[src/rtl/axi_dual_master_arbiter.sv]
// rtl/axi_dual_master_arbiter.sv - two AXI4 masters onto one slave port, round-robin per direction
module axi_dual_master_arbiter #(
  parameter int DATA_WIDTH = 32,
  parameter int ADDR_WIDTH = 32,
  parameter int ID_WIDTH   = 4
) (
  input  logic                    clock,
  input  logic                    reset,
  // master 0
  input  logic                    s0_aw_valid,
  output logic                    s0_aw_ready,
  input  logic [ID_WIDTH-1:0]     s0_aw_bits_id,
  input  logic [ADDR_WIDTH-1:0]   s0_aw_bits_addr,
  input  logic [7:0]              s0_aw_bits_len,
  input  logic [2:0]              s0_aw_bits_size,
  input  logic [1:0]              s0_aw_bits_burst,
  input  logic                    s0_w_valid,
  output logic                    s0_w_ready,
  input  logic [DATA_WIDTH-1:0]   s0_w_bits_data,
  input  logic [DATA_WIDTH/8-1:0] s0_w_bits_strb,
  input  logic                    s0_w_bits_last,
  output logic                    s0_b_valid,
  input  logic                    s0_b_ready,
  output logic [ID_WIDTH-1:0]     s0_b_bits_id,
  output logic [1:0]              s0_b_bits_resp,
  input  logic                    s0_ar_valid,
  output logic                    s0_ar_ready,
  input  logic [ID_WIDTH-1:0]     s0_ar_bits_id,
  input  logic [ADDR_WIDTH-1:0]   s0_ar_bits_addr,
  input  logic [7:0]              s0_ar_bits_len,
  input  logic [2:0]              s0_ar_bits_size,
  input  logic [1:0]              s0_ar_bits_burst,
  output logic                    s0_r_valid,
  input  logic                    s0_r_ready,
  output logic [ID_WIDTH-1:0]     s0_r_bits_id,
  output logic [DATA_WIDTH-1:0]   s0_r_bits_data,
  output logic [1:0]              s0_r_bits_resp,
  output logic                    s0_r_bits_last,
  // master 1
  input  logic                    s1_aw_valid,
  output logic                    s1_aw_ready,
  input  logic [ID_WIDTH-1:0]     s1_aw_bits_id,
  input  logic [ADDR_WIDTH-1:0]   s1_aw_bits_addr,
  input  logic [7:0]              s1_aw_bits_len,
  input  logic [2:0]              s1_aw_bits_size,
  input  logic [1:0]              s1_aw_bits_burst,
  input  logic                    s1_w_valid,
  output logic                    s1_w_ready,
  input  logic [DATA_WIDTH-1:0]   s1_w_bits_data,
  input  logic [DATA_WIDTH/8-1:0] s1_w_bits_strb,
  input  logic                    s1_w_bits_last,
  output logic                    s1_b_valid,
  input  logic                    s1_b_ready,
  output logic [ID_WIDTH-1:0]     s1_b_bits_id,
  output logic [1:0]              s1_b_bits_resp,
  input  logic                    s1_ar_valid,
  output logic                    s1_ar_ready,
  input  logic [ID_WIDTH-1:0]     s1_ar_bits_id,
  input  logic [ADDR_WIDTH-1:0]   s1_ar_bits_addr,
  input  logic [7:0]              s1_ar_bits_len,
  input  logic [2:0]              s1_ar_bits_size,
  input  logic [1:0]              s1_ar_bits_burst,
  output logic                    s1_r_valid,
  input  logic                    s1_r_ready,
  output logic [ID_WIDTH-1:0]     s1_r_bits_id,
  output logic [DATA_WIDTH-1:0]   s1_r_bits_data,
  output logic [1:0]              s1_r_bits_resp,
  output logic                    s1_r_bits_last,
  // downstream slave port
  output logic                    m_aw_valid,
  input  logic                    m_aw_ready,
  output logic [ID_WIDTH:0]       m_aw_bits_id,
  output logic [ADDR_WIDTH-1:0]   m_aw_bits_addr,
  output logic [7:0]              m_aw_bits_len,
  output logic [2:0]              m_aw_bits_size,
  output logic [1:0]              m_aw_bits_burst,
  output logic                    m_w_valid,
  input  logic                    m_w_ready,
  output logic [DATA_WIDTH-1:0]   m_w_bits_data,
  output logic [DATA_WIDTH/8-1:0] m_w_bits_strb,
  output logic                    m_w_bits_last,
  input  logic                    m_b_valid,
  output logic                    m_b_ready,
  input  logic [ID_WIDTH:0]       m_b_bits_id,
  input  logic [1:0]              m_b_bits_resp,
  output logic                    m_ar_valid,
  input  logic                    m_ar_ready,
  output logic [ID_WIDTH:0]       m_ar_bits_id,
  output logic [ADDR_WIDTH-1:0]   m_ar_bits_addr,
  output logic [7:0]              m_ar_bits_len,
  output logic [2:0]              m_ar_bits_size,
  output logic [1:0]              m_ar_bits_burst,
  input  logic                    m_r_valid,
  output logic                    m_r_ready,
  input  logic [ID_WIDTH:0]       m_r_bits_id,
  input  logic [DATA_WIDTH-1:0]   m_r_bits_data,
  input  logic [1:0]              m_r_bits_resp,
  input  logic                    m_r_bits_last
);

  typedef enum logic [1:0] {R_IDLE, R_ADDR, R_DATA} r_state_t;
  typedef enum logic [1:0] {W_IDLE, W_ACTIVE, W_RESP} w_state_t;

  r_state_t r_state, r_state_nxt;
  w_state_t w_state, w_state_nxt;
  logic r_grant, r_grant_nxt, r_last_grant, r_last_nxt;
  logic w_grant, w_grant_nxt, w_last_grant, w_last_nxt;
  logic aw_done, aw_done_nxt, w_done, w_done_nxt;

  // Responses are routed by the grant register; the returned ID MSB is ignored.
  logic r_id_msb_unused, b_id_msb_unused;
  assign r_id_msb_unused = m_r_bits_id[ID_WIDTH];
  assign b_id_msb_unused = m_b_bits_id[ID_WIDTH];

  assign m_ar_bits_id    = r_grant ? {1'b1, s1_ar_bits_id} : {1'b0, s0_ar_bits_id};
  assign m_ar_bits_addr  = r_grant ? s1_ar_bits_addr  : s0_ar_bits_addr;
  assign m_ar_bits_len   = r_grant ? s1_ar_bits_len   : s0_ar_bits_len;
  assign m_ar_bits_size  = r_grant ? s1_ar_bits_size  : s0_ar_bits_size;
  assign m_ar_bits_burst = r_grant ? s1_ar_bits_burst : s0_ar_bits_burst;
  assign m_aw_bits_id    = w_grant ? {1'b1, s1_aw_bits_id} : {1'b0, s0_aw_bits_id};
  assign m_aw_bits_addr  = w_grant ? s1_aw_bits_addr  : s0_aw_bits_addr;
  assign m_aw_bits_len   = w_grant ? s1_aw_bits_len   : s0_aw_bits_len;
  assign m_aw_bits_size  = w_grant ? s1_aw_bits_size  : s0_aw_bits_size;
  assign m_aw_bits_burst = w_grant ? s1_aw_bits_burst : s0_aw_bits_burst;
  assign m_w_bits_data   = w_grant ? s1_w_bits_data : s0_w_bits_data;
  assign m_w_bits_strb   = w_grant ? s1_w_bits_strb : s0_w_bits_strb;
  assign m_w_bits_last   = w_grant ? s1_w_bits_last : s0_w_bits_last;

  assign s0_r_bits_id   = m_r_bits_id[ID_WIDTH-1:0];
  assign s1_r_bits_id   = m_r_bits_id[ID_WIDTH-1:0];
  assign s0_r_bits_data = m_r_bits_data;
  assign s1_r_bits_data = m_r_bits_data;
  assign s0_r_bits_resp = m_r_bits_resp;
  assign s1_r_bits_resp = m_r_bits_resp;
  assign s0_r_bits_last = m_r_bits_last;
  assign s1_r_bits_last = m_r_bits_last;
  assign s0_b_bits_id   = m_b_bits_id[ID_WIDTH-1:0];
  assign s1_b_bits_id   = m_b_bits_id[ID_WIDTH-1:0];
  assign s0_b_bits_resp = m_b_bits_resp;
  assign s1_b_bits_resp = m_b_bits_resp;

  always_ff @(posedge clock) begin
    if (reset) begin
      r_state      <= R_IDLE;
      r_grant      <= 1'b0;
      r_last_grant <= 1'b1;
      w_state      <= W_IDLE;
      w_grant      <= 1'b0;
      w_last_grant <= 1'b1;
      aw_done      <= 1'b0;
      w_done       <= 1'b0;
    end else begin
      r_state      <= r_state_nxt;
      r_grant      <= r_grant_nxt;
      r_last_grant <= r_last_nxt;
      w_state      <= w_state_nxt;
      w_grant      <= w_grant_nxt;
      w_last_grant <= w_last_nxt;
      aw_done      <= aw_done_nxt;
      w_done       <= w_done_nxt;
    end
  end

  always_comb begin
    r_state_nxt = r_state;
    r_grant_nxt = r_grant;
    r_last_nxt  = r_last_grant;
    m_ar_valid  = 1'b0;
    s0_ar_ready = 1'b0;
    s1_ar_ready = 1'b0;
    s0_r_valid  = 1'b0;
    s1_r_valid  = 1'b0;
    m_r_ready   = 1'b0;
    case (r_state)
      R_IDLE: begin
        if (s0_ar_valid || s1_ar_valid) begin
          r_grant_nxt = (s0_ar_valid && s1_ar_valid) ? ~r_last_grant : s1_ar_valid;
          r_state_nxt = R_ADDR;
        end
      end
      R_ADDR: begin
        m_ar_valid  = r_grant ? s1_ar_valid : s0_ar_valid;
        s0_ar_ready = ~r_grant & m_ar_ready;
        s1_ar_ready =  r_grant & m_ar_ready;
        if (m_ar_valid && m_ar_ready) r_state_nxt = R_DATA;
      end
      R_DATA: begin
        s0_r_valid = ~r_grant & m_r_valid;
        s1_r_valid =  r_grant & m_r_valid;
        m_r_ready  = r_grant ? s1_r_ready : s0_r_ready;
        if (m_r_valid && m_r_ready && m_r_bits_last) begin
          r_state_nxt = R_IDLE;
          r_last_nxt  = r_grant;
        end
      end
      default: r_state_nxt = R_IDLE;
    endcase
  end

  always_comb begin
    w_state_nxt = w_state;
    w_grant_nxt = w_grant;
    w_last_nxt  = w_last_grant;
    aw_done_nxt = aw_done;
    w_done_nxt  = w_done;
    m_aw_valid  = 1'b0;
    m_w_valid   = 1'b0;
    s0_aw_ready = 1'b0;
    s1_aw_ready = 1'b0;
    s0_w_ready  = 1'b0;
    s1_w_ready  = 1'b0;
    s0_b_valid  = 1'b0;
    s1_b_valid  = 1'b0;
    m_b_ready   = 1'b0;
    case (w_state)
      W_IDLE: begin
        if (s0_aw_valid || s1_aw_valid) begin
          w_grant_nxt = (s0_aw_valid && s1_aw_valid) ? ~w_last_grant : s1_aw_valid;
          w_state_nxt = W_ACTIVE;
        end
      end
      W_ACTIVE: begin
        // AW and W complete independently; each channel closes once its handshake is done.
        m_aw_valid  = ~aw_done & (w_grant ? s1_aw_valid : s0_aw_valid);
        m_w_valid   = ~w_done & (w_grant ? s1_w_valid : s0_w_valid);
        s0_aw_ready = ~w_grant & ~aw_done & m_aw_ready;
        s1_aw_ready =  w_grant & ~aw_done & m_aw_ready;
        s0_w_ready  = ~w_grant & ~w_done & m_w_ready;
        s1_w_ready  =  w_grant & ~w_done & m_w_ready;
        aw_done_nxt = aw_done | (m_aw_valid & m_aw_ready);
        w_done_nxt  = w_done | (m_w_valid & m_w_ready & m_w_bits_last);
        if (aw_done_nxt && w_done_nxt) begin
          w_state_nxt = W_RESP;
          aw_done_nxt = 1'b0;
          w_done_nxt  = 1'b0;
        end
      end
      W_RESP: begin
        s0_b_valid = ~w_grant & m_b_valid;
        s1_b_valid =  w_grant & m_b_valid;
        m_b_ready  = w_grant ? s1_b_ready : s0_b_ready;
        if (m_b_valid && m_b_ready) begin
          w_state_nxt = W_IDLE;
          w_last_nxt  = w_grant;
        end
      end
      default: w_state_nxt = W_IDLE;
    endcase
  end

endmodule

[config.mk]
export PLATFORM = sky130hd
export DESIGN_NAME = axi_dual_master_arbiter
export DESIGN_NICKNAME = d
export VERILOG_FILES = /design/src/rtl/axi_dual_master_arbiter.sv
export SDC_FILE = /design/constraint.sdc
export NUM_CORES = 1
export LEC_CHECK = 0
export BUFFER_PORTS_ARGS = -buffer_cell sky130_fd_sc_hd__buf_2
export CORE_AREA = 2 2 225 227
export CTS_CLUSTER_DIAMETER = 40
export DETAILED_ROUTE_END_ITERATION = 16
export DIE_AREA = 0 0 227 229
export SYNTH_ARGS = -nofsm -noshare
export SYNTH_HDL_FRONTEND = slang
export SYNTH_SLANG_ARGS = --single-unit
[constraint.sdc]
create_clock -name clock -period 4.4 [get_ports clock]
set_input_delay 0.88 -clock clock [delete_from_list [all_inputs] [get_ports clock]]
set_output_delay 0.88 -clock clock [all_outputs]
set_load 0.01 [all_outputs]
# After elaboration in Yosys (flattened, before gate mapping)
# Cells that the tools add are included.
# totals
register_bits	10
inputBits	334
output_inout_bits	242
wordCells	107
# op_classes
n_eq_ne	10
mux	45
bitwise_logic	27
reduce_logical	17
# op_table
cell	n
32-bit 2-to-1 mux	3
1-bit 2-to-1 mux	25
1-bit bitwise AND	19
2-bit 2-to-1 mux	8
8-bit 2-to-1 mux	2
2-bit inequality test, second input constant	6
2-bit case mux with 3 select lines	2
5-bit 2-to-1 mux	2
2-bit AND reduction	4
1-bit logical AND	7
3-bit 2-to-1 mux	2
1-bit NOT	6
3-bit AND reduction	2
2-bit by 1-bit equality test with 1-bit output, second input constant	2
2-bit equality test, second input constant	2
2-bit zero test	2
4-bit 2-to-1 mux	1
1-bit logical OR	2
1-bit OR	2

# Longest topological paths before layout
# Gate-level depths: netlist of the first run.
# depth
depth_word	8
depth_mapped	5
depth_no_buf	3

# Least setup slack after synthesis of the first run
# No wires, ideal clock.
# synth_path
kind	input to output
start	input port s0_w_valid
end	output port m_w_valid
t_arrival_ns	1.339
required_ns	3.520
setup_slack_ns	2.181
cell_stages	2
cell_sequence	mux2_4 -> nor3b_1
# synth_between
elab_chain_cells	3
# synth_rtl
element	line	source
from (decl)	17	input logic s0_w_valid,
1-bit 2-to-1 mux	225	m_w_valid = ~w_done & (w_grant ? s1_w_valid : s0_w_valid);
1-bit bitwise AND	225	
1-bit 2-to-1 mux	215	case (w_state)
to (decl)	77	output logic m_w_valid,
# No other way between the ends.

# Worst setup path in the final report of the first run
# layout_path
start	register w_grant
end	output port m_aw_bits_addr[20]
# layout_between
elab_chain_cells	1
# layout_rtl
element	line	source
from (decl)	107	logic w_grant, w_grant_nxt, w_last_grant, w_last_nxt;
from (signal assigned)	157	w_grant <= w_grant_nxt;
32-bit 2-to-1 mux	121	assign m_aw_bits_addr = w_grant ? s1_aw_bits_addr : s0_aw_bits_addr;
to (decl)	73	output logic [ADDR_WIDTH-1:0] m_aw_bits_addr,
# No other way between the ends.

==> results of run 1 <==
report_power, final:
part | switching (W) | internal (W)
Sequential | 0.0000241 | 0.0000957
Combinational | 0.000214 | 0.000281
Clock | 0.0000523 | 0.000138
Total | 0.000290 | 0.000514
worst max-delay path by stage:
stage                     startpoint                 end  slack (ns)  depth (start not counted)
after floorplan           s0_w_valid           m_w_valid        2.18                          2
after global placement       w_grant  m_aw_bits_addr[20]        1.67                          3
after detailed placement     w_grant  m_aw_bits_addr[20]        1.67                          3
after CTS                    w_grant  m_aw_bits_addr[20]        1.40                          3
after global routing         w_grant  m_aw_bits_addr[20]        1.34                          3
final                        w_grant  m_aw_bits_addr[20]        1.46                          3
flip-flops by register name, summed over array words and instances, names as in the netlist:
name	flops
w_last_grant	1
w_done	1
r_state	2
r_grant	1
w_grant	1
r_last_grant	1
aw_done	1
w_state	2
metal layers:
metal,vias up,share of wire (%),wire (µm)
li1,1751,-,-
met1,1653,36,6210
met2,363,45,7810
met3,47,12,1990
met4,6,7.2,1240
met5,-,0.21,37
through the flow:
step,setup WS [ns],hold WS [ns],util (%)
after floorplan,2.18,0.457,-
after global placement,1.67,0.483,10.6
after global routing,1.34,0.506,10.8
after CTS,1.40,0.495,10.8
after detailed placement,1.67,0.490,10.6
final,1.46,0.489,10.8
critical path: stages (launching register included):
cell,delay [ns]
dfxtp_4,0.80
buf_4,0.44
mux2_2,0.41
buf_2,0.15
Yosys cell counts (all sizes together) (2+ instances only):
master  number  area share [%]
inv          5            0.63
o31ai        3            0.76
dfxtp       10             6.8
mux2       138              53
nor2         4            0.51
nor3b        2            0.51
nand2b       2            0.42
and3         4            0.84
a21oi        5            0.84
a31oi        2            0.42
and4b        2            0.68
nor2b        4            0.84
nand2        7            0.89
a211oi       3            0.93
nand4b       2            0.59
o21ai        2            0.34
nor4b        2            0.59
mux2i        2            0.68
nor3         4            0.68
buf        110              27
area by class of cell:
cell class	count	area share (%)
Timing Repair Buffer	444	41.6
Sequential cell	10	3.83
Multi-Input combinational cell	198	36.5
Antenna cell	10	0.467
Clock buffer	4	1.66
Tap cell	672	15.7
Inverter	5	0.350
cell families (layout without fill, tap and decap cells):
kind of cell    Yosys count  in the layout
mux                     140            140
buf+inv                 116            453
simple gates             37             37
compound gates           21             21
flops                    10             10
other cells               0             10
==> metrics.md, run 1 <==
| Metric | Value |
|---|---|
| Status | `complete, no violations` |
| Post-CTS setup buffers | `0` |
| Rows | `between 80 and 90` |
| GR met1 Demand/Resource | `under 10%` |
| Fill cells | `~5800` |
| RSZ-0062 raised after global routing | `false` |
| Post-synth EDFFs | `0` |
| Dpl cells | `between 1000 and 1500` |
| Period utilization | `66.7%` |
| # nets final | `between 900 and 1000` |
| Slew @ Worst Pin | `around 0.71 ns` |
| Root buf cell | `clkbuf_16` |
| Primary FF master, synth | `dfxtp_1` |
| Min Tclk post-route | `between 2 and 3 ns` |
| Simple-Gate Fraction of Synth Area | `around 7.5%` |
| Routed len/inst | `around 13 µm` |
| Mean post-synth cell area | `between 9 and 10 µm²` |
| Critical hold path startpoint | `r_last_grant` |
| Worst setup path class | `flop to primary output` |
| Max VDD drop | `between 0.09 and 0.1 mV` |
| Worst-path clk slew | `0.05 ns` |
| # port buffers | `about 440` |
| CTS Buf Count | `3` |
| Clock tree sinks | `10` |
| Largest net degree at the start of global routing | `52` |
| Register area | `between 200 and 250 µm²` |
| DIE AREA | `approximately 52000 µm²` |
| Routability Congestion | `0.837` |
| Post-synthesis mux area share | `between 50% and 60%` |
| Max Clock Skew | `about 0.00037 ns` |
| Worst-path maximum fanout | `between 50 and 60` |
| Worst R2R End | `w_done` |
| Crit path launch type | `flop` |
| Number of global-route vias before repair | `about 3600` |
| Max clock buf depth | `2` |
| Total Wirelength | `17300 µm` |
| Largest family of logic cells by synthesized area | `multiplexers` |
| Max_cap viols | `0` |
| Vias/cell | `roughly 2.8` |
| Die Span X | `227 µm` |
| First-pass GRT wire length | `about 21000 µm` |
| Hold-critical path endpoint | `r_last_grant` |
| Final instance area | `between 5000 and 6000 µm²` |
| Layout Cells excl Fill | `approximately 1300` |
| Final setup vio count | `0` |
| Met2 Usage GRT | `~9.9%` |
| Worst-Skew Late Latency | `0.24 ns` |
| Post-DP Area | `roughly 5300 µm²` |
| Async SR Flop Fraction | `0%` |
| CTS H-Tree Depth | `1` |
| I/O pins | `around 580` |
| Total GRT Usage | `5.84%` |
| Via count | `between 3000 and 4000` |
| Yosys warning total | `0` |
| Detailed Routing Iterations Pass 1 | `4` |
| Most common cell after layout, fill and taps aside | `buf_2` |
| Met3 usage | `1.94%` |
| Hold-fix buffers, CTS | `0` |
| Hold Path Stages | `2` |
| Initial core utilization | `about 6.0%` |
| Reg2reg setup slack | `2.50 ns` |
| Total power | `between 0.0008 and 0.0009 W` |
| Iteration-0 DRC count of the detailed router | `68` |
| Share of cells above drive strength 1 | `89.1%` |
| Height of the die | `229 µm` |
| Synthesized flop and latch total | `10` |
| Leak Pwr | `around 2.6 nW` |
| Layout area overhead | `81.0%` |
| Most frequent cells in the layout | `buf_2, mux2_2, dfxtp_1, nand2_1` |
| TritonCTS clock tree | `done` |
| Crit path capture type | `primary output` |
| Min-delay worst type | `flop to flop` |
| HPWL after DPL | `roughly 16000 µm` |
| Initial antenna violation count | `16` |
| Synth Net Count | `658` |
| Post-route DRC | `0` |
| R2R depth | `3` |
| Relative slew slack | `52.6%` |
| Final hold violations | `0` |
| GR peak layer | `met2` |
| Post-Synth XOR/XNOR Area | `0%` |
| Post-synth cell types | `36` |
| Worst R2R Start | `w_grant` |
| FMAX | `about 0.34 GHz` |
| Register area share after synthesis | `6.75%` |
| Post-Syn Area | `2960 µm²` |
| Synth Area in Adders | `0%` |
| Slew Viols, Final | `0` |
| Synth Area in Compound Gates | `between 5 and 6%` |
| CP required | `about 3.5 ns` |
| GRT overflow | `0` |
| Cts repair resizes | `0` |
| Area occupied by multi-input gates | `between 1500 and 2000 µm²` |
| Core Region | `49700 µm²` |
| Crit path DAT | `~2 ns` |
| Power per cell area | `150 nW/µm²` |
| Post-Route Setup TNS | `0 ns` |
| DRT antenna net count | `0` |
| Post-Synthesis Cells | `approximately 320` |
Power figures use the tool's default switching activity.
==> run 2: changes to the inputs <==
Settings changed: CORE_AREA 2 2 225 227 to 2 2 223 225, DIE_AREA 0 0 227 229 to 0 0 225 227.
Clock period 4.4 ns to 2.7 ns, I/O delays scaled along.
==> run 2 against run 1 <==
Against the previous run:
- register-to-register slack got worse by 1.3 ns
- final cell count fell by 4.2%
- clock skew barely moved
==> metrics.md, run 2 (same netlist as run 1, synthesis figures left out) <==
| Metric | Value |
|---|---|
| Status | `complete, no violations` |
| CP Capture Point | `m_aw_bits_size[0]` |
| Total Wirelength | `14600 µm` |
| Reg2reg setup slack | `between 1 and 1.5 ns` |
| DRT antenna net count | `0` |
| Total power | `approximately 0.0013 W` |
| Total GRT Usage | `4.77%` |
| R2R depth | `3` |
| Crit path capture type | `primary output` |
| Max clock buf depth | `2` |
| Most common cell after layout, fill and taps aside | `buf_2` |
| Largest net degree at the start of global routing | `66` |
| Worst-path maximum fanout | `between 60 and 70` |
| Final hold violations | `0` |
| Slew @ Worst Pin | `0.452 ns` |
| Worst-path clk slew | `0.04 ns` |
| Max_cap viols | `0` |
| Layout area overhead | `79.3%` |
| Clock tree sinks | `10` |
| Post-CTS setup buffers | `0` |
| Seq pwr share | `a little over an eighth` |
| Cts repair resizes | `0` |
| Detailed Routing Iterations Pass 1 | `4` |
| Max VDD drop | `about 0.13 mV` |
| CTS H-Tree Depth | `1` |
| Slew Viols, Final | `0` |
| Relative slew slack | `between 60% and 70%` |
| Share of cells above drive strength 1 | `between 80% and 90%` |
| Post-Route Setup TNS | `0 ns` |
| Worst slack at placement | `0.738 ns` |
| RSZ-0062 raised after global routing | `false` |
| Sw frac | `a little over a third` |
| Worst setup path class | `flop to primary output` |
| Total internal power | `around 0.00084 W` |
| Clock power frac | `a little under a quarter` |
| Post-route DRC | `0` |
| First-pass GRT wire length | `approximately 18000 µm` |
| Crit path launch type | `flop` |
| Comb power frac | `about 64%` |
| Power per cell area | `243 nW/µm²` |
| Final setup vio count | `0` |
| Leak Pwr | `approximately 2.6 nW` |
| Worst R2R Start | `w_grant` |
| Die Span X | `between 200 and 250 µm` |
| Routed len/inst | `between 10 and 15 µm` |
| Period utilization | `81.8%` |
| Routability Congestion | `0.853` |
| FMAX | `~0.45 GHz` |
| HPWL after DPL | `13400 µm` |
| Initial antenna violation count | `8` |
| # nets final | `~1000` |
| Most frequent cells in the layout | `buf_2, mux2_2, dfxtp_1, nand2_1` |
| Max Clock Skew | `about 0.00032 ns` |
| Height of the die | `~230 µm` |
| DIE AREA | `51100 µm²` |
| Min-delay worst type | `flop to flop` |
| GRT overflow | `0` |
| CP required | `2.16 ns` |
| Hold-fix buffers, CTS | `0` |
| Number of global-route vias before repair | `around 3400` |
| Core Region | `a little under 50000 µm²` |
| Fill cells | `5621` |
| Top flop regs | `r_state: 2 flops, w_state: 2 flops` |
| Crit path DAT | `1.67 ns` |
| Rows | `81` |
| CTS Buf Count | `3` |
| Worst R2R End | `w_done` |
| TritonCTS clock tree | `done` |
| Vias/cell | `approximately 2.9` |
| I/O pins | `576` |
| Min Tclk post-route | `~2.2 ns` |
| Hold WS | `0.497 ns` |
| P_sw | `~0.00045 W` |
| Initial core utilization | `between 6 and 7%` |
| Via count | `~3700` |
| Worst-Skew Late Latency | `0.23 ns` |
| Worst setup path startpoint | `w_grant` |
| # port buffers | `between 400 and 500` |
| Worst setup margin | `roughly 0.49 ns` |
| Iteration-0 DRC count of the detailed router | `73` |
| Root buf cell | `clkbuf_16` |
[run 2: how the worst min path moves through the flow]
stage,slack [ns],to,cells past startpoint,startpoint
2_1_floorplan,0.46,r_last_grant,2,r_last_grant
3_3_place_gp,0.48,r_last_grant,2,r_last_grant
3_5_place_dp,0.49,r_last_grant,2,r_last_grant
4_1_cts,0.49,r_last_grant,2,r_last_grant
5_1_grt,0.54,r_last_grant,2,r_last_grant
6_report,0.50,r_last_grant,2,r_last_grant
[run 2: power groups by stage]
stage               registers, W  clock network [W]  logic (W)
floorplan               0.000166                  0   0.000549
global placement        0.000180                  0   0.000822
detailed placement      0.000180                  0   0.000827
CTS                     0.000177           0.000310   0.000832
global route            0.000180           0.000316   0.000885
finish                  0.000177           0.000295   0.000822
[run 2: cell type report]
type | count | area (µm²) | area share, %
timing repair buffer | 445 | 2260 | 42.6
multi-input combinational | 198 | 1960 | 36.8
tap | 622 | 778 | 14.6
sequential | 10 | 205 | 3.86
clock buffer | 4 | 88.8 | 1.67
inverter | 5 | 18.8 | 0.353
antenna | 2 | 5.00 | 0.0942
[run 2: critical path: stages, from the launching register on]
cell and delay (ns):
dfxtp_4 0.49, buf_12 0.31, mux2_2 0.41, buf_2 0.14
[run 2: layer usage]
| metal | track usage, % | vias to the layer above | wire length (µm) |
|---|---|---|---|
| met4 | 1.77 | 6 | 463 |
| met5 | 0 | - | 34 |
| met2 | 9.01 | 351 | 7240 |
| met1 | 4.59 | 1570 | 5030 |
| li1 | - | 1748 | - |
| met3 | 2.01 | 27 | 1880 |
[run 2: through the flow]
stage	utilization (%)	std cells	cell area [µm²]
after floorplan	-	324	2960
after global placement	10.8	1280	5220
after detailed placement	10.8	1280	5220
after CTS	10.9	1284	5310
after global routing	10.9	1286	5310
final	10.9	1286	5310
==> run 3: changes to the inputs <==
Settings changed: ABC_AREA from default to 1, CORE_AREA 2 2 223 225 to 2 2 224 226, DIE_AREA 0 0 225 227 to 0 0 226 228.
Clock period 2.7 ns to 1.9 ns, I/O delays scaled along.
==> run 3 against run 2 <==
Against the previous run:
- setup slack got worse by 0.37 ns
- register-to-register slack got worse by 0.75 ns
- sequential cell count did not move
- count of clock-buffer cells in the layout did not move
- cell area rose by 3.2%
- sequential share of layout area fell by 0.12 points
- global-route usage rose by 2.7 points
- power rose by 98%
==> metrics.md, run 3 <==
| Metric | Value |
|---|---|
| Worst-Skew Late Latency | `about 0.24 ns` |
| Comb power frac | `73.0%` |
| Most common cell after layout, fill and taps aside | `buf_2` |
| Post-Route Setup TNS | `0 ns` |
| P_sw | `around 0.0012 W` |
| CTS Buf Count | `3` |
| Primary FF master, synth | `dfxtp_1` |
| Crit path DAT | `approximately 1.4 ns` |
| Worst setup path startpoint | `r_grant` |
| Dpl cells | `roughly 1600` |
| Relative slew slack | `about 78%` |
| Total Wirelength | `around 21000 µm` |
| Root buf cell | `clkbuf_16` |
| # nets final | `approximately 1300` |
| Core Region | `between 40000 and 50000 µm²` |
| Post-synth top area share | `between 50% and 60%` |
| CP Cell Sequence | `clkinv_1 > buf_4 > buf_4 > nand2_1 > nand2_1 > buf_2` |
| Hold Path Stages | `2` |
| CP required | `roughly 1.5 ns` |
| R2R depth | `11` |
| Leak Pwr | `around 3.4 nW` |
| Initial core utilization | `around 6.1%` |
| Worst-path maximum fanout | `14` |
| Height of the die | `228 µm` |
| Post-route DRC | `0` |
| Vias/cell | `roughly 3.0` |
| Worst setup path class | `flop to primary output` |
| Share of cells above drive strength 1 | `approximately 47%` |
| Synth cell count leaders | `nand2_1, buf_4, clkbuf_1, inv_1, nor2_1` |
| Routed len/inst | `around 13 µm` |
| DIE AREA | `~52000 µm²` |
| Period utilization | `93.5%` |
| Max Clock Skew | `roughly 0.00029 ns` |
| Final hold violations | `0` |
| Fill cells | `around 6000` |
| Max_cap viols | `0` |
| Total internal power | `about 0.0013 W` |
| Min Tclk post-route | `approximately 1.8 ns` |
| CP max-delay cell | `dfxtp_2` |
| Die Span X | `about 230 µm` |
| Sw frac | `between 40% and 50%` |
| Yosys warning total | `0` |
| Register area share after synthesis | `under 10%` |
| Register area | `about 200 µm²` |
| Clock tree sinks | `10` |
| Post-synth EDFFs | `0` |
| Total GRT Usage | `between 7 and 8%` |
| Seq pwr share | `a little over a tenth` |
| Top flop regs | `r_state: 2 flops, w_state: 2 flops` |
| Post-Synthesis Cells | `about 640` |
| Most frequent cells in the layout | `buf_2, nand2_1, inv_1, nor2_1, dfxtp_1` |
| Power per cell area | `467 nW/µm²` |
| Cts repair resizes | `0` |
| Post-synth cell types | `25` |
| Routability Congestion | `0.822` |
| Number of global-route vias before repair | `about 4400` |
| Biggest area consumer among synthesized cells | `nand2_1` |
| Iteration-0 DRC count of the detailed router | `126` |
| Max VDD drop | `0.223 mV` |
| Initial antenna violation count | `13` |
| Post-CTS setup buffers | `0` |
| Slew Viols, Final | `0` |
| # port buffers | `~440` |
| Top cells by area, synth | `nand2_1, buf_4, dfxtp_1` |
| Layout area overhead | `82.4%` |
| Detailed Routing Iterations Pass 1 | `4` |
| Most frequent cell after synthesis | `nand2_1` |
| Layout Cells excl Fill | `1649` |
| Crit path capture type | `primary output` |
| Crit path largest cell delay | `approximately 0.37 ns` |
| Status | `complete, no violations` |
| TritonCTS clock tree | `done` |
| Final setup vio count | `0` |
| GRT overflow | `0` |
| Largest net degree at the start of global routing | `74` |
| Worst-path clk slew | `0.04 ns` |
| Crit path launch type | `flop` |
| Post-Syn Area | `around 3000 µm²` |
| CTS H-Tree Depth | `1` |
| Synth Net Count | `a little under 1000` |
| Mean post-synth cell area | `4.68 µm²` |
| Via count | `about 5000` |
| Worst R2R Start | `w_grant` |
| Async SR Flop Fraction | `0%` |
| Max clock buf depth | `2` |
| Rows | `82` |
| Hold-fix buffers, CTS | `0` |
| Antenna diodes | `0` |
| I/O pins | `approximately 580` |
| DRT antenna net count | `0` |
| Synthesized flop and latch total | `10` |
| First-pass GRT wire length | `between 20000 and 30000 µm` |
| Clock power frac | `between 10% and 20%` |
| Critical hold path startpoint | `reset` |
| HPWL after DPL | `approximately 19000 µm` |
| Min-delay worst type | `primary input to flop` |
| FMAX | `between 0.5 and 0.6 GHz` |
| Slew @ Worst Pin | `between 0.3 and 0.4 ns` |
| Area occupied by multi-input gates | `between 1500 and 2000 µm²` |
| RSZ-0062 raised after global routing | `false` |
==> run 3: cell count changes in the layout (fill, tap and decap cells not counted), moves of 4 or more <==
| cell | change |
|---|---|
| nand2_1 | +427 |
| nand3_1 | +5 |
| buf_4 | +5 |
| nor2_1 | +14 |
| mux2_2 | -136 |
| inv_1 | +13 |
| and3_1 | -4 |
| nor2b_1 | -4 |
==> run 3: power groups by stage <==
stage	Combinational (W)	Clock, W	Sequential [W]
global placement	0.00190	0	0.000270
detailed placement	0.00190	0	0.000271
global route	0.00210	0.000462	0.000275
floorplan	0.00112	0	0.000262
CTS	0.00191	0.000442	0.000267
finish	0.00187	0.000425	0.000268
==> run 3: logic make-up after synthesis <==
kind of cell | after synthesis | share of synthesized area, %
AOI/OAI and AO/OA | 16 | 2.99
muxes | 1 | 0.333
buffers and inverters | 143 | 29.8
DFF | 10 | 6.66
and+or+nand+nor | 473 | 60.2
==> run 3: layout make-up <==
class | count | share of cell area [%]
repair buffers | 453 | 43.0
multi-input cells | 490 | 34.9
well taps | 672 | 15.3
flip-flops and latches | 10 | 3.74
clock buffers | 4 | 1.62
inverters | 20 | 1.39
==> run 3: metal layers <==
metal / track usage [%] / part of all wire, % / up-vias / wire length [µm]
li1: - / - / 2502 / -
met3: 3.00 / 12 / 42 / 2600
met2: 15.8 / 52 / 439 / 11200
met4: 0.931 / 1.9 / 6 / 402
met1: 6.64 / 34 / 2009 / 7200
met5: 0 / 0.17 / - / 37
==> run 3: worst paths after layout <==
path / endpoint / slack (ns)
max: m_ar_bits_len[6] / 0.12
min: r_grant / 0.41
max reg2reg: w_state[1] / 0.47
min reg2reg: r_last_grant / 0.48
==> run 3: stage by stage <==
| step | util [%] | hold slack (ns) | total power (W) | setup WS [ns] | cell area [µm²] |
|---|---|---|---|---|---|
| 2_1_floorplan | - | 0.449 | 0.00138 | 0.340 | 3010 |
| 3_3_place_gp | 10.9 | 0.485 | 0.00217 | 0.328 | 5390 |
| 3_5_place_dp | 10.9 | 0.487 | 0.00217 | 0.344 | 5390 |
| 4_1_cts | 11.1 | 0.409 | 0.00262 | 0.0775 | 5480 |
| 5_1_grt | 11.1 | 0.426 | 0.00283 | 0.0167 | 5490 |
| 6_report | 11.1 | 0.408 | 0.00256 | 0.124 | 5490 |
==> run 3: worst max-delay path, delay by kind of cell (launching register included) <==
family	cells	cell delay, ns
and+or+nand+nor	2	0.13
buffers and inverters	4	0.64
DFF	1	0.37
